--- config.mk ---
export PLATFORM = sky130hd
export DESIGN_NAME = pool_wb_rtm_wr_mc
export DESIGN_NICKNAME = d
export VERILOG_FILES = /design/src/rtl/pool_wb_rtm_wr_mc.sv
export SDC_FILE = /design/constraint.sdc
export NUM_CORES = 2
export LEC_CHECK = 0
export CAP_MARGIN = 20
export CORE_MARGIN = 5
export CORE_UTILIZATION = 24
export CTS_CLUSTER_DIAMETER = 30
export DETAILED_ROUTE_END_ITERATION = 8
export HOLD_SLACK_MARGIN = 0.03
export PLACE_DENSITY_LB_ADDON = 0.1
export REMOVE_ABC_BUFFERS = 1
export SYNTH_ARGS = -nofsm -noshare
export SYNTH_HDL_FRONTEND = slang
export SYNTH_SLANG_ARGS = --single-unit
--- constraint.sdc ---
create_clock -name clk -period 35.2 [get_ports clk]
set_input_delay 3.52 -clock clk [delete_from_list [all_inputs] [get_ports clk]]
set_output_delay 3.52 -clock clk [all_outputs]
set_load 0.02 [all_outputs]
--- src/rtl/pool_wb_rtm_wr_mc.sv ---
// Pooling write-back stage: pairs gathered rows (buffered in a local FIFO)
// with write-back descriptors and issues masked RTM row writes.
module pool_wb_rtm_wr_mc #(
    parameter int S           = 8,
    parameter int R           = 8,
    parameter int ADDR_W      = 12,
    parameter int DFIFO_DEPTH = 8,
    parameter int DONE_DLY    = 5
) (
    input  logic                  clk,
    input  logic                  rst,
    input  logic [S*R*8-1:0]      gathered_data,
    input  logic                  gathered_data_vld,
    output logic                  data_ready,
    input  logic                  desc_fifo_empty,
    output logic                  desc_fifo_rd_en,
    input  logic [ADDR_W-1:0]     desc_fifo_dout_addr,
    input  logic [S-1:0]          desc_fifo_dout_mask,
    input  logic                  desc_fifo_dout_last,
    output logic                  rtm_wr_vld,
    output logic [S-1:0]          rtm_wr_en,
    output logic [S*ADDR_W-1:0]   rtm_wr_addr,
    output logic [S*R*8-1:0]      rtm_din,
    output logic                  done_pulse,
    output logic [15:0]           wr_cnt,
    output logic                  err_ovf
);

    localparam int DW = S * R * 8;
    localparam int PW = $clog2(DFIFO_DEPTH);
    localparam int OW = PW + 1;
    localparam int CW = $clog2(DONE_DLY + 1);
    localparam logic [OW-1:0] FULL = OW'(DFIFO_DEPTH);

    typedef enum logic {
        RUN,
        DONE_WAIT
    } state_t;

    state_t        state;
    logic [DW-1:0] mem [DFIFO_DEPTH];
    logic [PW-1:0] wptr;
    logic [PW-1:0] rptr;
    logic [OW-1:0] occ;
    logic [CW-1:0] dly;
    logic          push;
    logic          pop;

    assign data_ready      = (occ != FULL) && !rst;
    assign push            = gathered_data_vld && data_ready;
    assign pop             = (state == RUN) && !desc_fifo_empty && (occ != '0);
    assign desc_fifo_rd_en = pop;

    // Row storage carries no reset; occupancy alone defines validity.
    always_ff @(posedge clk) begin
        if (push) begin
            mem[wptr] <= gathered_data;
        end
    end

    always_ff @(posedge clk or posedge rst) begin
        if (rst) begin
            state       <= RUN;
            wptr        <= '0;
            rptr        <= '0;
            occ         <= '0;
            dly         <= '0;
            rtm_wr_vld  <= 1'b0;
            rtm_wr_en   <= '0;
            rtm_wr_addr <= '0;
            rtm_din     <= '0;
            done_pulse  <= 1'b0;
            wr_cnt      <= '0;
            err_ovf     <= 1'b0;
        end else begin
            if (push) begin
                wptr <= wptr + 1'b1;
            end
            if (pop) begin
                rptr <= rptr + 1'b1;
            end
            occ <= occ + OW'(push) - OW'(pop);

            if (gathered_data_vld && !data_ready) begin
                err_ovf <= 1'b1;
            end

            rtm_wr_vld <= pop;
            rtm_wr_en  <= pop ? ~desc_fifo_dout_mask : '0;
            if (pop) begin
                rtm_wr_addr <= {S{desc_fifo_dout_addr}};
                rtm_din     <= mem[rptr];
            end

            done_pulse <= 1'b0;
            unique case (state)
                RUN: begin
                    if (pop) begin
                        if (wr_cnt != 16'hFFFF) begin
                            wr_cnt <= wr_cnt + 16'd1;
                        end
                        if (desc_fifo_dout_last) begin
                            state <= DONE_WAIT;
                            dly   <= CW'(DONE_DLY - 1);
                        end
                    end
                end
                DONE_WAIT: begin
                    // Pulse lands DONE_DLY cycles after the last write shows up.
                    if (dly == '0) begin
                        state      <= RUN;
                        done_pulse <= 1'b1;
                        wr_cnt     <= '0;
                    end else begin
                        dly <= dly - 1'b1;
                    end
                end
                default: state <= RUN;
            endcase
        end
    end

endmodule

# == Word level (Yosys, flattened, before mapping) ==
# Memories as Yosys holds them, arrays and structs flattened. A register that Yosys moved wholly into a read port is not among the register bits.
# Index checks and enable logic that the tools add are counted.
# word_totals
register_bits,137
mem_bits_rw,4096
input_bits,537
out_inout_bits,637
n_memories,1
# op_classes
add_sub_neg,6
eq_ne,7
muxes,17
bitwise,2
n_reduce_logical,12
# memory_table
name,depth,word_bits,read_ports,rd_ports_with_merged_regs,write_ports,line_no,source
mem,8,512,1,1,1,41,logic [DW-1:0] mem [DFIFO_DEPTH];
# ops
op,n
16-bit 2-to-1 mux,3
16-bit one-hot mux with 2 select lines,1
16-bit by 1-bit adder with 16-bit output (second input constant),1
16-bit != test (second input constant),1
3-bit 2-to-1 mux,3
8-bit 2-to-1 mux,1
8-bit inverter,1
1-bit 2-to-1 mux,7
3-bit by 1-bit adder with 3-bit output (second input constant),2
2-bit != test (second input constant),3
3-bit one-hot mux with 2 select lines,1
3-bit AND reduction,2
1-bit logical AND,5
4-bit by 1-bit adder with 4-bit output,1
2-bit by 1-bit != test with 1-bit output (second input constant),2
4-bit != test (second input constant),1
4-bit nonzero test,1
4-bit by 1-bit subtractor with 4-bit output,1
1-bit logical NOT,3
3-bit logical NOT,1
3-bit by 1-bit subtractor with 3-bit output (second input constant),1
1-bit one-hot mux with 2 select lines,1
1-bit inverter,1

# == Depth between registers and ports, before layout ==
# depth
depth_word,5
depth_mapped,15

# == Worst setup path before layout ==
# No wires, ideal clock.
# synth_path
path_kind,input to register
start,in rst
end,"mem mem[1][0] in the netlist's numbering, enable pin"
setup_ps,2014
arrival_time_ps,38667
path_slack_ps,-5481
stages,3
path_cell_list,a211oi_1 > nand2_1 > nor3_1
# synth_between
elab_chain_cells,5
# synth_rtl
item,line_no,source
start: declaration,11,"input logic rst,"
1-bit logical NOT (no line),--,
1-bit logical AND,49,assign data_ready = (occ != FULL) && !rst;
1-bit logical AND,50,assign push = gathered_data_vld && data_ready;
1-bit 2-to-1 mux,56,if (push) begin
1-bit 2-to-1 mux (not written as such),57,mem[wptr] <= gathered_data;
end: declaration,41,
# Every way passes these cells.

# == Worst setup path after layout ==
# layout_path
start,in desc_fifo_empty
end,out desc_fifo_rd_en
# layout_between
elab_chain_cells,3
# layout_rtl
item,line_no,source
start: declaration,15,"input logic desc_fifo_empty,"
1-bit logical NOT,51,assign pop = (state == RUN) && !desc_fifo_empty && (occ != '0);
1-bit logical AND (2 in a row),51,
end: declaration,16,"output logic desc_fifo_rd_en,"
# Every way passes these cells.

==> impl_metrics.tcl <==
set metrics [dict create \
    combPwrFrac 0.215 \
    dp_hpwl_um 315300 \
    ctsResizeCount 0 \
    cts_made_buffers 1308 \
    grt_pass1_vias 95210 \
    pre_cts_slack_ps 24340 \
    post-place-cells 18340 \
    path_depth 5 \
    grt_max_degree 131 \
    die_h_um 860.2 \
    insertion_delay_ps 1190 \
    status "complete, no violations" \
    clock_path_buffers 5 \
    ys.flop_type "edfxtp_1" \
    ir_drop_v 0.00006497 \
    cp_cell_sequence "clkdlybuf4s50_1, or2_1, or2_4, inv_2, clkdlybuf4s50_1" \
    avgSynthCellArea_um2 21.94 \
    pwr-share-clk 0.482 \
    drv_cap 0 \
    ys_ff_latch 4661 \
    crit_family "buffers and inverters" \
    antenna_found_initial 230 \
    r2r_cells 12 \
    cts_hold_buf 0 \
    cts_setup_buffers 0 \
    fin_crit_sh 0.2687 \
    vias_per_cell 4.224 \
    whs_ps 473.6 \
    ios 1174 \
    grt_overflow 0 \
    layout_commonest_cell "edfxtp_1" \
    crit_path_start_kind "input port" \
    dr_wl_met2_um 255400 \
    ys_seq_area_frac 0.7905 \
    vias 87300 \
    mostFrequentLayoutCells "edfxtp_1, clkbuf_16, clkdlybuf4s50_1" \
    p_sw_w 0.006578 \
    wl_met1_um 223900 \
    slew-limit-headroom 0.2072 \
    slew_viol_final 0 \
    tightest_slew_ps 1189 \
    setup_viol 0 \
    routed.top_layer "met5" \
    initial_core_util 0.2405 \
    p_leak_nw 81.88 \
    clk_pin_slew_ps 40 \
    yosys_warnings 0 \
    total_power_w 0.02360 \
    grt_pass1_wl_um 740000 \
    worstSetupEndpointType "primary output" \
    drt-pass1-iter-count 5 \
    final_cells 20670 \
    fp.dieArea_um2 739900 \
    cpMostUsedCell "clkdlybuf4s50_1" \
    required_ps 31680 \
    gp_congestion 0.7236 \
    dr.first_iter.drc_count 5176 \
    cts_tree "built" \
    syn_area_um2 173500 \
    nets 10630 \
    clkSinkCount 4661 \
    path_buf_inv 3 \
    hold_path.class "reg2reg" \
    clock.fmax_ghz 0.1057 \
    finalHoldViolCount 0 \
    rows 312 \
    swShare 0.2787 \
    drive_gt1_frac 0.2825 \
    min_period_ps 9458 \
    ant_nets 0 \
    synthArstFlopShare 0.1212 \
    chipWidth_um 860.2 \
    syn_to_final_growth_pct 37.90 \
    p_int_w 0.01702 \
    critPathKind "in2out" \
    rsz0062_at_grt "false" \
    setup_slack_ps 25740 \
    finClkSkew_ps 127.7 \
    worst-endpoint-arrival_ps 5940 \
    synth_edf_count 4096 \
    crit_fanout 46 \
    drc 0 \
    ys_types 48 \
    fin_util 0.3316 \
    crit_path_top_delay_cell "clkdlybuf4s50_1" \
    core_area_um2 721400 \
    seqPwrFrac 0.303 \
    cts-root-buf "clkbuf_16" \
    powerDensity_nw_per_um2 98.66 \
    ctsHtreeMaxLevel 7 \
    netlist_instances 7905 \
    port_buffers 1173 \
    grtUsageTotal 0.1405 \
    hold_path_depth 2 \
    wl_per_cell_um 25.45 \
    slowest_delay_ps 730 \
    totalWireLength_um 526000 \
    route.met3.wl_um 33210 \
]
==> sequential cells by signal, indices dropped and copies added, names as in the netlist <==
signal / flops
rtm_din: 512
done_pulse: 1
occ: 4
rtm_wr_en: 8
err_ovf: 1
rtm_wr_addr: 12
dly: 3
state: 1
rptr: 3
mem: 4096
wr_cnt: 16
wptr: 3
rtm_wr_vld: 1
==> cell usage after synthesis (2+ instances only) <==
library cell  count  area (um2)
dfrtp_1         565       14140
o21ai_0         512        2562
nor3_1            9       45.04
a21o_1            3       22.52
o2bb2ai_1         3       26.28
nand4_1           4       25.02
mux2i_1         516        5165
clkbuf_1        147       551.8
inv_1            16       60.06
o21a_1            6       45.04
xor2_1            4       35.03
nor4_1            5       31.28
nand3_1           8       40.04
nor2_1           22       82.58
a31oi_1           8       50.05
edfxtp_1       4096      123000
or2_1             2       12.51
buf_6             4       45.04
xnor2_1           3       26.28
nand2_1         563        2113
buf_2           193       965.9
a21oi_1           8       40.04
nand2b_1          4       25.02
buf_4           110       825.8
mux4_2         1024       23060
buf_1            38       142.6
ha_1             11       137.6
==> worst register-to-register path, delay by kind of cell, from the launching register on <==
kind                       cells  cell delay, ps
AOI/OAI and AO/OA              1             260
and+or+nand+nor                2             530
adders and majority gates      1             250
DFF                            1             320
buffers and inverters          8            4660
==> metrics by stage <==
step           TNS [ps]  instance area, um2
3_5_place_dp          0              196400
2_1_floorplan  -8550570              170900
4_1_cts               0              239100
5_1_grt               0              239200
3_3_place_gp          0              196400
6_report              0              239200
==> layer usage <==
| layer | up-vias | track usage |
|---|---|---|
| met5 | - | 0 |
| met4 | 102 | 0.04314 |
| met3 | 1287 | 0.04502 |
| met2 | 2789 | 0.2296 |
| met1 | 45950 | 0.1775 |
| li1 | 37170 | - |
==> power by group through the flow <==
stage	registers, W	logic [W]	clock network, W
final	0.00715	0.00508	0.0114
after global routing	0.00721	0.00552	0.0120
after global placement	0.00723	0.00532	0
after floorplan	0.00838	0.00654	0
after detailed placement	0.00725	0.00532	0
after CTS	0.00717	0.00533	0.0116
==> kinds of logic (layout without fill, tap and decap cells) <==
kind of cell             count (synthesis)  count (layout)  share of synthesized area
AO/OA/AOI/OAI                          553             553                    0.01643
XOR/XNOR                                 7               7                  0.0003534
adder cells (fa/ha/maj)                 12              12                  0.0009088
buffers and inverters                  509            3667                    0.01496
flip-flops                            4661            4661                     0.7905
multiplexers                          1541            1541                     0.1628
other                                    0              28                          0
AND/OR/NAND/NOR                        622             622                    0.01403
==> layout make-up <==
class | instances | area [um2]
sequential | 4661 | 137100
inverter | 17 | 71.32
tap | 9577 | 11980
clock buffer | 1607 | 34850
timing repair buffer | 1354 | 13450
multi-input combinational | 2735 | 33810
fill | 68380 | 482200
clock inverter | 689 | 7830
antenna | 28 | 70.07
==> path summary, 6_finish.rpt <==
path	startpoint	endpoint	slack (ps)
max	desc_fifo_empty	desc_fifo_rd_en	25740
min	rtm_din[200]	rtm_din[200]	470
max reg2reg	occ[2]	mem[1][424]	28730
min reg2reg	rtm_din[200]	rtm_din[200]	470
max in group asynchronous	rst	rtm_din[116]	28270
min in group asynchronous	rst	rtm_din[505]	2830
(Power assumes the default switching activity.)
